File: src/rtl/speicher_arbiter.sv
// Round-robin arbiter sharing one memory bus between instruction fetch and data load/store.
// One transaction at a time; a grant lasts until SpeicherBereit or timeout, then a one-cycle done state.
module speicher_arbiter #(
  parameter int ADRESS_BREITE = 32,
  parameter int DATEN_BREITE  = 32,
  parameter int TIMEOUT       = 255
) (
  input  logic                     Clock,
  input  logic                     Reset,
  input  logic                     BefehlAnfrage,
  input  logic [ADRESS_BREITE-1:0] BefehlAdresse,
  output logic [DATEN_BREITE-1:0]  Befehl,
  output logic                     BefehlGeladen,
  input  logic                     DatenLesen,
  input  logic                     DatenSchreiben,
  input  logic [ADRESS_BREITE-1:0] DatenAdresse,
  input  logic [DATEN_BREITE-1:0]  DatenSchreibwert,
  output logic [DATEN_BREITE-1:0]  DatenLesewert,
  output logic                     DatenGeladen,
  output logic                     DatenGespeichert,
  output logic [ADRESS_BREITE-1:0] SpeicherAdresse,
  output logic [DATEN_BREITE-1:0]  SpeicherSchreibwert,
  output logic                     SpeicherLesen,
  output logic                     SpeicherSchreiben,
  input  logic [DATEN_BREITE-1:0]  SpeicherLesewert,
  input  logic                     SpeicherBereit,
  output logic                     Zeitfehler
);

  localparam int CNT_W = (TIMEOUT > 1) ? $clog2(TIMEOUT + 1) : 1;
  localparam int TMAX  = (TIMEOUT > 0) ? TIMEOUT - 1 : 0;
  localparam logic [CNT_W-1:0] CNT_LAST = CNT_W'(TMAX);
  localparam logic [CNT_W-1:0] CNT_ONE  = CNT_W'(1);

  typedef enum logic [2:0] {IDLE, BEFEHL, LESEN, SCHREIBEN, ABSCHLUSS} state_t;
  typedef enum logic [1:0] {SRC_BEFEHL, SRC_LESEN, SRC_SCHREIBEN} src_t;

  state_t                   state_q, state_d;
  src_t                     src_q, src_d;
  logic                     last_daten_q, last_daten_d;
  logic [CNT_W-1:0]         cnt_q, cnt_d;
  logic [ADRESS_BREITE-1:0] adr_q, adr_d;
  logic [DATEN_BREITE-1:0]  wdat_q, wdat_d;
  logic [DATEN_BREITE-1:0]  befehl_q, befehl_d;
  logic [DATEN_BREITE-1:0]  lese_q, lese_d;
  logic                     zeitfehler_q, zeitfehler_d;

  logic dat_req;
  logic grant_befehl;
  logic grant_daten;

  always_comb begin
    state_d      = state_q;
    src_d        = src_q;
    last_daten_d = last_daten_q;
    cnt_d        = cnt_q;
    adr_d        = adr_q;
    wdat_d       = wdat_q;
    befehl_d     = befehl_q;
    lese_d       = lese_q;
    zeitfehler_d = zeitfehler_q;

    // On a tie the port that did not win last time gets the bus.
    dat_req      = DatenLesen | DatenSchreiben;
    grant_befehl = BefehlAnfrage & (~dat_req | last_daten_q);
    grant_daten  = dat_req & ~grant_befehl;

    case (state_q)
      IDLE: begin
        if (grant_befehl | grant_daten) begin
          adr_d        = grant_befehl ? BefehlAdresse : DatenAdresse;
          wdat_d       = DatenSchreibwert;
          cnt_d        = '0;
          last_daten_d = grant_daten;
        end
        if (grant_befehl) begin
          state_d = BEFEHL;
          src_d   = SRC_BEFEHL;
        end else if (grant_daten && DatenSchreiben) begin
          state_d = SCHREIBEN;
          src_d   = SRC_SCHREIBEN;
        end else if (grant_daten) begin
          state_d = LESEN;
          src_d   = SRC_LESEN;
        end
      end
      BEFEHL, LESEN, SCHREIBEN: begin
        if (SpeicherBereit) begin
          state_d = ABSCHLUSS;
          if (state_q == BEFEHL) befehl_d = SpeicherLesewert;
          if (state_q == LESEN)  lese_d   = SpeicherLesewert;
        end else if ((TIMEOUT > 0) && (cnt_q == CNT_LAST)) begin
          // Abort: the requester still gets its done pulse, with a zero read value.
          state_d      = ABSCHLUSS;
          zeitfehler_d = 1'b1;
          if (state_q == BEFEHL) befehl_d = '0;
          if (state_q == LESEN)  lese_d   = '0;
        end else if (TIMEOUT > 0) begin
          cnt_d = cnt_q + CNT_ONE;
        end
      end
      ABSCHLUSS: state_d = IDLE;
      default:   state_d = IDLE;
    endcase
  end

  always_ff @(posedge Clock or posedge Reset) begin
    if (Reset) begin
      state_q      <= IDLE;
      src_q        <= SRC_BEFEHL;
      last_daten_q <= 1'b1;
      cnt_q        <= '0;
      adr_q        <= '0;
      wdat_q       <= '0;
      befehl_q     <= '0;
      lese_q       <= '0;
      zeitfehler_q <= 1'b0;
    end else begin
      state_q      <= state_d;
      src_q        <= src_d;
      last_daten_q <= last_daten_d;
      cnt_q        <= cnt_d;
      adr_q        <= adr_d;
      wdat_q       <= wdat_d;
      befehl_q     <= befehl_d;
      lese_q       <= lese_d;
      zeitfehler_q <= zeitfehler_d;
    end
  end

  // Strobes and done pulses decode the state flop, so an async reset kills them at once.
  assign SpeicherLesen       = (state_q == BEFEHL) || (state_q == LESEN);
  assign SpeicherSchreiben   = (state_q == SCHREIBEN);
  assign BefehlGeladen       = (state_q == ABSCHLUSS) && (src_q == SRC_BEFEHL);
  assign DatenGeladen        = (state_q == ABSCHLUSS) && (src_q == SRC_LESEN);
  assign DatenGespeichert    = (state_q == ABSCHLUSS) && (src_q == SRC_SCHREIBEN);
  assign SpeicherAdresse     = adr_q;
  assign SpeicherSchreibwert = wdat_q;
  assign Befehl              = befehl_q;
  assign DatenLesewert       = lese_q;
  assign Zeitfehler          = zeitfehler_q;

endmodule

File: config.mk
export PLATFORM = sky130hd
export DESIGN_NAME = speicher_arbiter
export DESIGN_NICKNAME = d
export VERILOG_FILES = /design/src/rtl/speicher_arbiter.sv
export SDC_FILE = /design/constraint.sdc
export NUM_CORES = 1
export LEC_CHECK = 0
export CORE_ASPECT_RATIO = 1.5
export CORE_UTILIZATION = 44
export DETAILED_ROUTE_END_ITERATION = 6
export PLACE_DENSITY = 0.85
export SKIP_LAST_GASP = 1
export SLEW_MARGIN = 20
export SYNTH_ARGS = -nofsm -noshare
export SYNTH_HDL_FRONTEND = slang
export SYNTH_SLANG_ARGS = --single-unit
File: constraint.sdc
create_clock -name Clock -period 9 [get_ports Clock]
set_input_delay 1.8 -clock Clock [delete_from_list [all_inputs] [get_ports Clock]]
set_output_delay 1.8 -clock Clock [all_outputs]
set_load 0.02 [all_outputs]
==> summary.md, run 1 <==
| Metric | Value |
|---|---|
| Status | finished, final reports clean |
| Fill cell count | 881 |
| Placed Cells incl. Taps | 930 |
| Clock tree root driver cell | sky130_fd_sc_hd__clkbuf_16 |
| Count of distinct cell types in the synthesized netlist | 35 |
| # resized after CTS | 0 |
| Number of instances in the synthesized netlist | between 500 and 600 |
| Post-synthesis cell type with the largest combined area | sky130_fd_sc_hd__dfrtp_1 |
| Area share of the leading cell type in the synthesized netlist | 0.6257 |
| Clock-pin slew on the worst setup and hold paths | roughly 60 ps |
| Worst hold-check path type | flip-flop to flip-flop |
| Gate power share | 0.473 |
| Async S/R FF share, synth | 1.000 |
| H-tree Lvls | 4 |
| Final Hold Violating Endpoints | 0 |
| Row count | 50 |
| Final Cycle Share | 0.4401 |
| Final Instance Count excl. Fillers | between 900 and 1000 |
| Hold-fix buffers at CTS | 0 |
| Die Y | 141.1 um |
| CTS tree | yes |
| DIE WIDTH | 94.76 um |
| Most frequent cell after synthesis | sky130_fd_sc_hd__nand2_1 |
| Detail Route Antenna Nets | 0 |
| Largest cells by area after synthesis | sky130_fd_sc_hd__dfrtp_1 (63%), sky130_fd_sc_hd__nand2_1 (11%), sky130_fd_sc_hd__a22o_1 (9.9%) |
| Number of flip-flops and latches in the synthesized netlist | 143 |
| DR iter-0 viols | about 260 |
| Transition time at the pin with the least slew margin | around 860 ps |
| P per Cell Area | 381.3 nW/um^2 |
| Mean area per synthesized cell | 10.56 um^2 |
| Crit-path leading delay family | buffers and inverters |
| Cts bufs inserted | 17 |
| Top metal layer carrying routed signals | met4 |
| DR DRC count | 0 |
| Fin Clk Skew | ~14 ps |
| Sequential Power Share | 0.325 |
| Power Internal | 2.100 mW |
| Share of final-layout standard cells stronger than drive strength 1 | 0.06328 |
| Switching share of total power | 0.3907 |
| Total routing usage reported by global routing | 0.2551 |
| Setup repair bufs after CTS | 0 |
| Maximum vdd ir drop | 0.0002434 V |
| Max Fanout on Critical Path | 5 |
| Core area | 12510 um^2 |
| Cell chain of the critical path | inv_1 > nand3_1 > nor3b_1 > clkdlybuf4s50_1 |
| Number of ports placed on the die boundary | 268 |
| Top cells by instance count after synthesis | sky130_fd_sc_hd__nand2_1 (167), sky130_fd_sc_hd__dfrtp_1 (142), sky130_fd_sc_hd__a22o_1 (64) |
| Startpoint types | flip-flop |
| Buf+Inv Stages, Crit Path | 2 |
| Total congestion overflow | 0 |
| Detailed placer's ending HPWL | between 10 and 15 mm |
| Yosys warns | 0 |
| Top_reg_cell synth | sky130_fd_sc_hd__dfrtp_1 |
| Nets in the synthesized netlist | about 670 |
| Worst skew pair latency | a little over 400 ps |
| Met1 layer wirelength in the final routing | 6.410 mm |
| Metal2 WL | 8.701 mm |
| Clock share of power | 0.202 |
| Final sum of negative setup slack | 0 ps |
| Diode count | 0 |
| Routed wire length | 16.69 mm |
| Required time at the endpoint of the critical path | 7200 ps |
| Total via count in the routed design | slightly above 5000 |
| Worst slack on hold paths | 467.8 ps |
| Type of the worst setup path | flip-flop to output pin |
| Antenna violations before repair | 0 |
| Final setup violation count | 0 |
| Net count of the finished layout | a little over 900 |
| Post-synthesis instance area | approximately 5700 um^2 |
| Leakage power total | 4.065 nW |
| RSZ-0062 raised after global routing | no |
| Starting Density | 0.4539 |
| Largest net degree at the start of global routing | 89 |
| Net switching power | 1.347 mW |
| Wire length of the first global-routing pass | 26.50 mm |
| Final min period | 3961 ps |
| Sum of internal, switching and leakage power | ~3.4 mW |
| Gpl congestion | 0.8284 |
| Sequential fraction of the synthesis area | 0.6303 |
| Met3 Wirelength | ~1.2 mm |
| Slew Limit Fails | 0 |
| Layout overhead on the synthesized area | 59.20% |
| Via count of the first global-routing pass | 5134 |
| WP data arrival | 2160 ps |
| Die area | around 13000 um^2 |
| DR vias/cell | 5.339 |
| Routed len/inst | 17.35 um |
| Achievable Freq | roughly 250 MHz |
| Critical-path cell with the highest stage delay | sky130_fd_sc_hd__clkdlybuf4s50_1 |
| Buffer depth of the longest clock path | 2 |
| Number of enable flip-flop cells after synthesis | 0 |
| Port buffer count | 267 |
| Number of search-and-repair iterations in the first detailed-routing pass | 5 |
| Number of clock sinks | about 140 |
| Max-Cap Viols | 0 |
| Worst setup EP type | output pin |
| Delay of the slowest critical-path stage | 660 ps |
| Slew headroom | 0.4244 |
## flip-flops by register name, indices dropped and copies added (netlist names)
signal and cells:
last_daten_q 1, SpeicherAdresse 32, SpeicherSchreibwert 32, DatenLesewert 32, state_q 3, Zeitfehler 1, Befehl 32, cnt_q 8
src_q 2
## area by class of cell
class	count	area (um^2)	share of cell area
Tap cell	156	195.2	0.02159
Multi-Input combinational cell	351	1926	0.2130
Clock inverter	14	145.1	0.01605
Timing Repair Buffer	274	2729	0.3018
Inverter	6	27.53	0.003045
Clock buffer	18	439.2	0.04857
Sequential cell	143	3580	0.3959
## worst reg2reg max path, cell delays in order, from the launching register on
cell and delay [ps]:
sky130_fd_sc_hd__dfrtp_1 480, sky130_fd_sc_hd__nor3_1 410, sky130_fd_sc_hd__and2_2 740, sky130_fd_sc_hd__buf_4 570
sky130_fd_sc_hd__nor2_1 140, sky130_fd_sc_hd__a31oi_1 210
## cells in the final DEF (no fill, tap or decap), drive strengths merged, types with 2 or more instances in the layout
cell	Yosys	routed
o211ai	2	2
a31oi	32	32
o21ai	10	10
nor3	4	4
nor3b	2	2
o311ai	2	2
ha	2	2
o31ai	3	3
nor2	36	36
a21oi	4	4
o41ai	2	2
clkbuf	15	18
inv	6	16
clkinvlp	0	2
nand3	5	5
or3	3	3
nand4	2	2
a22o	64	64
or4	2	2
dfrtp	142	142
buf	23	7
clkdlybuf4s50	0	267
nand2	167	167
o21a	2	2
## routing by layer
| metal | vias up | global-route usage |
|---|---|---|
| met5 | - | 0 |
| met4 | 0 | 0.08293 |
| met3 | 24 | 0.06365 |
| met2 | 231 | 0.4426 |
| met1 | 2513 | 0.3051 |
| li1 | 2368 | - |
## metrics by stage
stage	util	cell area, um^2	setup WS [ps]
floorplan	-	5679	3364
global placement	0.6749	8444	4997
detailed placement	0.6756	8453	4863
CTS	0.7223	9037	5042
global route	0.7226	9041	4906
finish	0.7226	9041	5039
## path summary, 6_finish.rpt
kind                                   startpoint                         endpoint  slack (ps)  cells past startpoint
max in group asynchronous                   Reset            Befehl[3]$_DFFE_PP0P_        6030                      3
hold reg to reg            Zeitfehler$_DFFE_PP0P_           Zeitfehler$_DFFE_PP0P_         470                      1
setup / recovery           state_q[0]$_DFFE_PP0P_                     DatenGeladen        5040                      4
setup reg to reg           state_q[2]$_DFFE_PP0P_  SpeicherAdresse[15]$_DFFE_PP0P_        6380                      5
min in group asynchronous                   Reset  SpeicherAdresse[18]$_DFFE_PP0P_        1820                      2
hold / removal             Zeitfehler$_DFFE_PP0P_           Zeitfehler$_DFFE_PP0P_         470                      1
## power by group through the flow
stage | clock network, mW | logic (mW) | registers (mW)
2_1_floorplan | 0 | 0.546 | 1.43
3_3_place_gp | 0 | 1.59 | 1.11
3_5_place_dp | 0 | 1.64 | 1.12
4_1_cts | 0.708 | 1.64 | 1.12
5_1_grt | 0.733 | 1.75 | 1.15
6_report | 0.696 | 1.63 | 1.12
## kinds of logic after synthesis
kind of cell               Yosys count  synth area share
AOI/OAI and AO/OA                  124            0.1696
and+or+nand+nor                    224            0.1588
xor gates and xnor gates             1          0.001542
buffers and inverters               44           0.03525
adders and majority gates            2          0.004406
DFF                                143            0.6303
(Power assumes the default switching activity.)
==> inputs of run 2 (changes only) <==
--- a/config.mk
+++ b/config.mk
@@ -6,9 +6,9 @@
 export NUM_CORES = 1
 export LEC_CHECK = 0
 export CORE_ASPECT_RATIO = 1.5
-export CORE_UTILIZATION = 44
+export CORE_UTILIZATION = 37
 export DETAILED_ROUTE_END_ITERATION = 6
-export PLACE_DENSITY = 0.85
+export PLACE_DENSITY = 0.76
 export SKIP_LAST_GASP = 1
 export SLEW_MARGIN = 20
 export SYNTH_ARGS = -nofsm -noshare
==> constraint.sdc (replaced) <==
create_clock -name Clock -period 3.5 [get_ports Clock]
set_input_delay 0.7 -clock Clock [delete_from_list [all_inputs] [get_ports Clock]]
set_output_delay 0.7 -clock Clock [all_outputs]
set_load 0.02 [all_outputs]
==> run 2 against run 1 <==
Net effect:
- clock power grew to 2.6 times the previous value
- total power grew to 2.6 times the previous value
- routed wire length fell by 0.25%
- combinational power rose to 2.6 times the previous value
- sequential share of layout area decreased by 0.40 points
- count of clock-buffer cells in the layout is the same
- via count shrank 1.5%
- first-iteration DRC count down 36%
- highest routed layer unchanged
==> summary.md, run 2 (same netlist as run 1, synthesis figures left out) <==
| Metric | Value |
|---|---|
| Fill cell count | 1253 (+42%) |
| Crit-path leading delay family | buffers and inverters |
| Antenna violations before repair | 0 (unchanged) |
| DR DRC count | 0 (unchanged) |
| RSZ-0062 raised after global routing | no |
| Wire length of the first global-routing pass | 26.37 mm (-0.49%) |
| Max-Cap Viols | 0 (unchanged) |
| Clock-pin slew on the worst setup and hold paths | 60 ps (about the same) |
| Buffer depth of the longest clock path | 2 (unchanged) |
| Detail Route Antenna Nets | 0 (unchanged) |
| Minimum setup slack among reg-to-reg paths | 1370 ps (-5010 ps) |
| DR iter-0 viols | 169 (-36%) |
| # resized after CTS | 0 (unchanged) |
| Area taken by flip-flops and latches | 3580 um^2 (unchanged) |
| Row count | 55 (+10%) |
| Layout overhead on the synthesized area | 60.83% |
| Met3 Wirelength | 978 um (-20%) |
| Leakage power total | 4.078 nW (+0.33%) |
| RR Startpoint | state_q[2]$_DFFE_PP0P_ |
| Diode count | 0 (unchanged) |
| Achievable Freq | between 300 and 400 MHz |
| Gpl congestion | 0.7976 (-3.7%) |
| Cts bufs inserted | 17 (unchanged) |
| Final sum of negative setup slack | 0 ps (unchanged) |
| Area taken by multi-input logic gates | 1918 um^2 (-0.39%) |
| Via count of the first global-routing pass | 5306 (+3.4%) |
| Core area | 15070 um^2 (+20%) |
| Die area | 15860 um^2 (+19%) |
| Critical-path cell with the highest stage delay | sky130_fd_sc_hd__clkdlybuf4s50_1 |
| P per Cell Area | 973.7 nW/um^2 (+160%) |
| CTS tree | yes |
| Total routing usage reported by global routing | 0.2150 (-0.04011) |
| WP data arrival | 2140 ps (-20 ps) |
| Total via count in the routed design | 5060 (-1.5%) |
| Clock tree root driver cell | sky130_fd_sc_hd__clkbuf_16 |
| Hold-fix buffers at CTS | 0 (unchanged) |
| Number of clock sinks | 143 (unchanged) |
| Detailed placer's ending HPWL | 11.76 mm (about the same) |
| Starting Density | 0.3768 (-0.07706) |
| DIE WIDTH | 103.2 um (+8.9%) |
| Final Cycle Share | 0.8118 |
| Transition time at the pin with the least slew margin | 945.2 ps (+85.12 ps) |
| CP Launch Point | state_q[0]$_DFFE_PP0P_ |
| Number of search-and-repair iterations in the first detailed-routing pass | 7 (+2) |
| Number of ports placed on the die boundary | 268 (unchanged) |
| Final min period | 2841 ps |
| Worst skew pair latency | 410 ps (about the same) |
| Worst setup EP type | output pin |
| Top metal layer carrying routed signals | met4 |
| Worst hold-check path type | flip-flop to flip-flop |
| Routed wire length | 16.65 mm (-0.25%) |
| Most frequent cells in the layout | sky130_fd_sc_hd__clkdlybuf4s50_1 (267), sky130_fd_sc_hd__nand2_1 (167), sky130_fd_sc_hd__dfrtp_1 (142) |
| Required time at the endpoint of the critical path | 2800 ps (-4400 ps) |
| Met1 layer wirelength in the final routing | 6.490 mm (+1.2%) |
| Die Y | 153.7 um (+8.9%) |
| Final setup violation count | 0 (unchanged) |
| Setup repair bufs after CTS | 0 (unchanged) |
| Cell chain of the critical path | inv_1 > nand3_1 > nor3b_1 > clkdlybuf4s50_1 |
| Net count of the finished layout | 931 (+0.22%) |
| Worst min-delay path startpoint | Zeitfehler$_DFFE_PP0P_ |
| Buf+Inv Stages, Crit Path | 2 (unchanged) |
| Startpoint types | flip-flop |
| Status | finished, final reports clean |
| Type of the worst setup path | flip-flop to output pin |
| Utilization of the core after routing | 0.6061 (-0.1165) |
| Delay of the slowest critical-path stage | 650 ps (about the same) |
| Total congestion overflow | 0 (unchanged) |
| DR vias/cell | 5.025 (-5.9%) |
| Maximum vdd ir drop | 0.0007180 V (+200%) |
| Slew Limit Fails | 0 (unchanged) |
| H-tree Lvls | 4 (unchanged) |
| Metal2 WL | 8.751 mm (+0.57%) |
| Routed len/inst | 16.53 um (-4.7%) |
| Largest net degree at the start of global routing | 102 (+15%) |
| Max Fanout on Critical Path | 5 (unchanged) |
| Share of final-layout standard cells stronger than drive strength 1 | 0.06436 (+0.001081) |
| Most common cell after layout, fill and taps aside | sky130_fd_sc_hd__clkdlybuf4s50_1 |
| Slew headroom | 0.3699 (-0.05458) |
| Fin Clk Skew | 10.12 ps (-3.454 ps) |
| Final Hold Violating Endpoints | 0 (unchanged) |
| Port buffer count | 267 (unchanged) |
-- run 2: changes by cell type in the layout (fill, tap and decap cells not counted), sizes merged --
cell	previous run	this run
inv	16	13
buf	7	9
clkinvlp	2	4
bufinv	1	2
-- run 2: worst reg2reg max path, cell delays in order (launching register included) --
cell and delay (ps):
sky130_fd_sc_hd__dfrtp_1 480, sky130_fd_sc_hd__nor3_1 400, sky130_fd_sc_hd__and2_4 850, sky130_fd_sc_hd__a31oi_1 230
-- run 2: worst paths after layout --
kind                                              endpoint  cells after the start
setup / recovery                          DatenGespeichert                      4
hold / removal                      Zeitfehler$_DFFE_PP0P_                      1
setup reg to reg           SpeicherAdresse[29]$_DFFE_PP0P_                      3
hold reg to reg                     Zeitfehler$_DFFE_PP0P_                      1
max in group asynchronous           Zeitfehler$_DFFE_PP0P_                      3
min in group asynchronous  SpeicherAdresse[26]$_DFFE_PP0P_                      3
-- run 2: cell type report --
class / count / share of cell area
clock buffer: 18 / 0.04808
clock inverter: 14 / 0.01849
inverter: 6 / 0.002877
multi-input combinational: 351 / 0.2100
sequential: 143 / 0.3919
tap: 199 / 0.02726
timing repair buffer: 276 / 0.3014
-- run 2: power breakdown --
part | switching (mW) | internal [mW] | total, mW
Sequential | 0.483 | 2.42 | 2.90
Clock | 0.736 | 1.10 | 1.83
Combinational | 2.20 | 1.96 | 4.16
Total | 3.42 | 5.47 | 8.89
-- run 2: per-layer routing --
| layer | GRT usage | vias up |
|---|---|---|
| li1 | - | 2376 |
| met1 | 0.2283 | 2472 |
| met2 | 0.3892 | 187 |
| met3 | 0.06045 | 25 |
| met4 | 0.08786 | 0 |
| met5 | 0 | - |
-- run 2: through the flow --
| step | cell area [um^2] | setup slack, ps | power [mW] | std cells | hold WS [ps] |
|---|---|---|---|---|---|
| 6_report | 9134 | 658.7 | 8.893 | 1007 | 473.3 |
| 3_3_place_gp | 8526 | 942.4 | 6.966 | 975 | 459.5 |
| 4_1_cts | 9134 | 645.5 | 8.983 | 1007 | 477.4 |
| 5_1_grt | 9134 | 512.7 | 9.428 | 1007 | 494.5 |
| 3_5_place_dp | 8526 | 898.0 | 7.094 | 975 | 461.6 |
| 2_1_floorplan | 5683 | 1010 | 5.084 | 538 | 451.7 |
==> inputs of run 3 (changes only) <==
--- a/config.mk
+++ b/config.mk
@@ -6,9 +6,9 @@
 export NUM_CORES = 1
 export LEC_CHECK = 0
 export CORE_ASPECT_RATIO = 1.5
-export CORE_UTILIZATION = 37
+export CORE_UTILIZATION = 41
 export DETAILED_ROUTE_END_ITERATION = 6
-export PLACE_DENSITY = 0.76
+export PLACE_DENSITY = 0.8
 export SKIP_LAST_GASP = 1
 export SLEW_MARGIN = 20
 export SYNTH_ARGS = -nofsm -noshare
==> constraint.sdc (replaced) <==
create_clock -name Clock -period 2.7 [get_ports Clock]
set_input_delay 0.54 -clock Clock [delete_from_list [all_inputs] [get_ports Clock]]
set_output_delay 0.54 -clock Clock [all_outputs]
set_load 0.02 [all_outputs]
==> run 3 against run 2 <==
Net effect:
- die area shrank 9.6%
- count of clock-buffer cells in the layout is the same
- critical path type unchanged
- highest routed layer unchanged
- sequential power grew 28%
- sequential cell count is the same
- combinational power grew 31%
- global-route usage grew 2.5 points
- the run now ends with design-rule violations left
==> summary.md, run 3 (same netlist as run 1, synthesis figures left out) <==
| Metric | Value |
|---|---|
| Antenna violations before repair | 0 (unchanged) |
| Final setup violation count | 0 (unchanged) |
| DR DRC count | 21 (+21) |
| Layout overhead on the synthesized area | 60.92% (about the same) |
| Post-layout worst setup margin | 248.4 ps (-410.3 ps) |
| Maximum vdd ir drop | 0.0008007 V (+12%) |
| Number of ports placed on the die boundary | 268 (unchanged) |
| Total cell area at the placement stage | 8527 um^2 (about the same) |
| Worst skew pair latency | 410 ps (about the same) |
| Net count of the finished layout | 934 (+0.32%) |
| Number of clock sinks | 143 (unchanged) |
| Largest net degree at the start of global routing | 102 (unchanged) |
| Detailed placer's ending HPWL | 11.90 mm (+1.2%) |
| Final Instance Count excl. Fillers | 973 (-3.4%) |
| Status | complete, but fails checks |
| Share of final-layout standard cells stronger than drive strength 1 | 0.06905 (+0.004694) |
| Die Y | 146.1 um (-4.9%) |
| Buffer depth of the longest clock path | 2 (unchanged) |
| Max Fanout on Critical Path | 8 (+3) |
| Leakage power total | 4.135 nW (+1.4%) |
| Final non-filler cell area | 9139 um^2 (about the same) |
| Cell depth of the worst setup path | 3 (-1) |
| Cell chain of the critical path | inv_1 > nor3_1 > clkdlybuf4s50_1 |
| Violated checks | design-rule violations |
| Final Cycle Share | 0.9080 |
| Detail Route Antenna Nets | 0 (unchanged) |
| Final min period | 2452 ps |
| DIE WIDTH | 98.10 um (-4.9%) |
| CTS tree | yes |
| Crit-path leading delay family | buffers and inverters |
| Row count | 52 (-5.5%) |
| Worst Reg-to-Reg Cells | 4 (+1) |
| Via count of the first global-routing pass | 5234 (-1.4%) |
| Wire length of the first global-routing pass | 26.94 mm (+2.1%) |
| DR vias/cell | 5.229 (+4.1%) |
| Slew Limit Fails | 0 (unchanged) |
| Most frequent cells in the layout | sky130_fd_sc_hd__clkdlybuf4s50_1 (264), sky130_fd_sc_hd__nand2_1 (167), sky130_fd_sc_hd__dfrtp_1 (142) |
| Required time at the endpoint of the critical path | 2160 ps (-640 ps) |
| Fin Clk Skew | 11.47 ps (+1.349 ps) |
| Worst slack after detailed placement | 208.8 ps (-689.2 ps) |
| Transition time at the pin with the least slew margin | 933.4 ps (-11.79 ps) |
| Worst slack on hold paths | 475.7 ps (+2.376 ps) |
| Routed wire length | 16.62 mm (-0.14%) |
| Placed Cells incl. Taps | 941 (-3.5%) |
| Core area | 13530 um^2 (-10%) |
| Port buffer count | 267 (unchanged) |
| Total routing usage reported by global routing | 0.2397 (+0.02473) |
| P per Cell Area | 1268 nW/um^2 (+30%) |
| Max-Cap Viols | 0 (unchanged) |
| Total via count in the routed design | 5088 (+0.55%) |
| Starting Density | 0.4197 (+0.04282) |
| Type of the worst setup path | flip-flop to output pin |
| Worst setup EP type | output pin |
| Gpl congestion | 0.8292 (+4.0%) |
| Worst hold-check path type | flip-flop to flip-flop |
| Most common cell after layout, fill and taps aside | sky130_fd_sc_hd__clkdlybuf4s50_1 |
| H-tree Lvls | 4 (unchanged) |
| Slew headroom | 0.3777 (+0.007863) |
| Clock-pin slew on the worst setup and hold paths | 70 ps (about the same) |
| Cts bufs inserted | 17 (unchanged) |
| Routed len/inst | 17.09 um (+3.4%) |
| Delay of the slowest critical-path stage | 680 ps (+30 ps) |
| Hold Path Cell Cnt | 2 (+1) |
| Buf+Inv Stages, Crit Path | 2 (unchanged) |
| Hold-fix buffers at CTS | 0 (unchanged) |
| Total congestion overflow | 0 (unchanged) |
| DR iter-0 viols | 215 (+27%) |
| Sum of internal, switching and leakage power | 11.59 mW (+30%) |
| Clock tree root driver cell | sky130_fd_sc_hd__clkbuf_16 |
| Startpoint types | flip-flop |
| Critical-path cell with the highest stage delay | sky130_fd_sc_hd__clkdlybuf4s50_1 |
| Achievable Freq | a little over 400 MHz |
| Fill cell count | 1050 (-16%) |
| Final Hold Violating Endpoints | 0 (unchanged) |
| WP data arrival | 1910 ps (-230 ps) |
| Diode count | 0 (unchanged) |
| Die area | 14340 um^2 (-9.6%) |
| Number of search-and-repair iterations in the first detailed-routing pass | 7 (unchanged) |
| RSZ-0062 raised after global routing | no |
[run 3: stage by stage]
step | setup TNS, ps | util
6_report | 0 | 0.6753
5_1_grt | 0 | 0.6753
4_1_cts | -28.25 | 0.6751
3_5_place_dp | 0 | 0.6301
3_3_place_gp | 0 | 0.6301
2_1_floorplan | 0 | -
[run 3: cell type report]
class,instances,area [um^2],area share
Clock inverter,14,167.7,0.01835
Sequential cell,143,3580,0.3917
Timing Repair Buffer,279,2800,0.3064
Tap cell,162,202.7,0.02218
Inverter,6,26.28,0.002875
Multi-Input combinational cell,351,1923,0.2104
Clock buffer,18,439.2,0.04806
[run 3: worst paths after layout]
path	slack, ps	startpoint	to
setup / recovery	250	state_q[1]$_DFFE_PP0P_	SpeicherSchreiben
hold / removal	480	SpeicherSchreibwert[17]$_DFFE_PP0P_	SpeicherSchreibwert[17]$_DFFE_PP0P_
setup reg to reg	580	state_q[2]$_DFFE_PP0P_	SpeicherAdresse[13]$_DFFE_PP0P_
hold reg to reg	480	SpeicherSchreibwert[17]$_DFFE_PP0P_	SpeicherSchreibwert[17]$_DFFE_PP0P_
max in group asynchronous	1380	Reset	DatenLesewert[5]$_DFFE_PP0P_
min in group asynchronous	490	Reset	SpeicherAdresse[6]$_DFFE_PP0P_
[run 3: worst register-to-register path, stage by stage, from the launching register on]
cell and delay (ps):
sky130_fd_sc_hd__dfrtp_1 480, sky130_fd_sc_hd__nor3_1 340, sky130_fd_sc_hd__and2_4 830, sky130_fd_sc_hd__nor2_1 140
sky130_fd_sc_hd__a31oi_1 240
[run 3: where the power goes]
group	total [mW]	internal (mW)	switching (mW)
registers	3.72	3.13	0.593
clock network	2.39	1.42	0.971
logic	5.47	2.58	2.90
total	11.6	7.13	4.46
[run 3: repair_timing]
action	in CTS	in global routing
setup buffers	0	0
setup endpoints to repair	3	1
gates resized for setup	3	1
[run 3: metal layers]
layer	up-vias	wire [um]	track usage
li1	2381	-	-
met1	2451	6454	0.2851
met2	223	8607	0.4123
met3	33	1101	0.05409
met4	0	460	0.1061
met5	-	0	0
==> patch (flow settings as in run 2) <==
The parameter `ADRESS_BREITE` goes from 32 to 48.
--- a/src/rtl/speicher_arbiter.sv
+++ b/src/rtl/speicher_arbiter.sv
@@ -3,3 +3,3 @@
 module speicher_arbiter #(
-  parameter int ADRESS_BREITE = 32,
+  parameter int ADRESS_BREITE = 48,
   parameter int DATEN_BREITE  = 32,
Interface: changed (resized BefehlAdresse, DatenAdresse and SpeicherAdresse); port bits go from 268 to 316. No check against the original RTL was run, so the function may have changed too.
==> patch against run 2 <==
Sequential cell count rose by 16. Worst setup slack better by 0.012 ns. Via count up 18%. Die area up 15%. Clock power is essentially flat. Area after synthesis up 16%. Wire length is 16% higher. Final area up 15%. Power grew 13%. Largest cell class unchanged.
==> patch: results (changes against run 2) <==
The endpoint identified for the worst register-to-register timing path is SpeicherAdresse[34]. For the sequential cell area, the log shows 3980 µm² (+11%). Portion of the layout cell area used by non-clock buffers: 0.313 (+0.0118).

The end point of the worst hold path is SpeicherSchreibwert[2]. For the combinational group share of total power, the log shows 0.497 (+0.029). For the total net switching power, the log shows 0.00402 W (+18%). The peak supply drop was 563 µV (-22%). The tools report the register-to-register path setup slack as 1.57 ns (+0.20 ns).

The fraction of layout instances using a drive strength above 1 is 0.0632 (-0.00113), and the maximum cell stage delay along the critical path is 0.67 ns (+0.02 ns). Depth of the CTS H-tree: 4 (unchanged). The reported sequential group power was 0.00320 W (+10%); the source-to-sink clock delay at the later pin of the worst-skew pair was 0.42 ns. The total placed instance area is 9910 µm² (+16%). The top flip-flop cell by instance count after synthesis is dfrtp_1.

The post-synthesis cell type count came out at 42 (+20%). The largest net degree at the start of global routing is 99 (-2.9%), and the fraction of synthesis flops using an asynchronous set or reset pin is 1.00 (unchanged). The path depth of the worst reg2reg path came out at 5 (+2). Sorting the synthesized cells by area gives the leading types as dfrtp_1 60%, nand2_1 12%, a32o_1 10%, a31oi_1 4.7%, nor2_1 3.2%. The total of buffers placed on input and output ports was 315 (+18%); the buffer depth of the longest clock path was 2 (unchanged).

The worst setup skew after layout is 0.0121 ns (+0.00195 ns). The run gives 0.247 (+0.0191) as the global-route met1 utilization. The total nets after synthesis is 809 (+20%). The static leakage was 4.51 nW (+10%). The area occupied by multi-input gates was 2360 µm² (+23%). The normalized max-slew margin is 0.561 (+0.191). The number of detailed-route iterations in the first pass was 4 (-3); the final hold slack was 0.479 ns (+0.00568 ns).

The run gives 0.761 (-4.6%) as the routability-driven placement congestion ratio. The final net count is 1104 (+19%), and the post-placement worst setup slack is 0.823 ns (-0.0745 ns). Count of non-CTS inverters in the layout: 3 (-3). The run gives 31200 µm (+18%) as the global-route wire length before repair. Part of the Yosys area used for sequential elements: 0.606 (-0.0246). The routed length per placed instance was 16.7 µm (+0.91%).

For the area of the die, the log shows 18300 µm² (+15%). The count of buffers not belonging to the clock network in the layout works out to 327 (+18%). The total wire length came out at 19400 µm (+16%).

Number of sinks driven by the clock tree: 159 (+11%). The register with the most flip-flops in the layout has 48 of them. Detailed placement HPWL: 13700 µm (+17%).

The ratio of total power to cell area works out to 953 nW/µm² (-2.1%). The path class of the tightest hold or removal check is register to register. The number of instances on the worst hold path was 2 (+1).

The met2 usage in global routing was 0.384 (-0.00552); the fraction of area in clock buffers and inverters was 0.0565 (-0.0101). The run finished with clean final reports. Filler cell count in the final layout: 1445 (+15%). In the synthesized netlist, the cells that appear most often are 203 x nand2_1, 158 x dfrtp_1, 66 x a32o_1, 56 x nor2_1, 49 x a31oi_1.
==> patch: logic make-up (layout without fill, tap and decap cells) <==
logic type | count (synthesis) | after routing | synth area share
AO/OA/AOI/OAI | 132 | 132 | 0.167
adder cells (fa/ha/maj) | 2 | 2 | 0.00381
buffers and inverters | 54 | 362 | 0.0385
flip-flops | 159 | 159 | 0.606
multiplexers | 5 | 5 | 0.00781
AND/OR/NAND/NOR | 289 | 289 | 0.177
==> patch: worst max path at each step <==
stage	startpoint	to	slack, ns	cells after the start
detailed placement	BefehlAnfrage	SpeicherSchreibwert[29]	0.82	6
global placement	BefehlAnfrage	src_q[0]	0.88	6
global route	state_q[0]	DatenGespeichert	0.53	4
floorplan	Reset	Befehl[0]	0.79	1
finish	state_q[0]	DatenGespeichert	0.67	4
CTS	state_q[0]	DatenGespeichert	0.63	4
==> patch: layer usage <==
metal,up-vias,routed length [µm]
met1,2853,7430
met5,-,0
met2,236,10300
met3,18,1410
li1,2843,-
met4,0,292
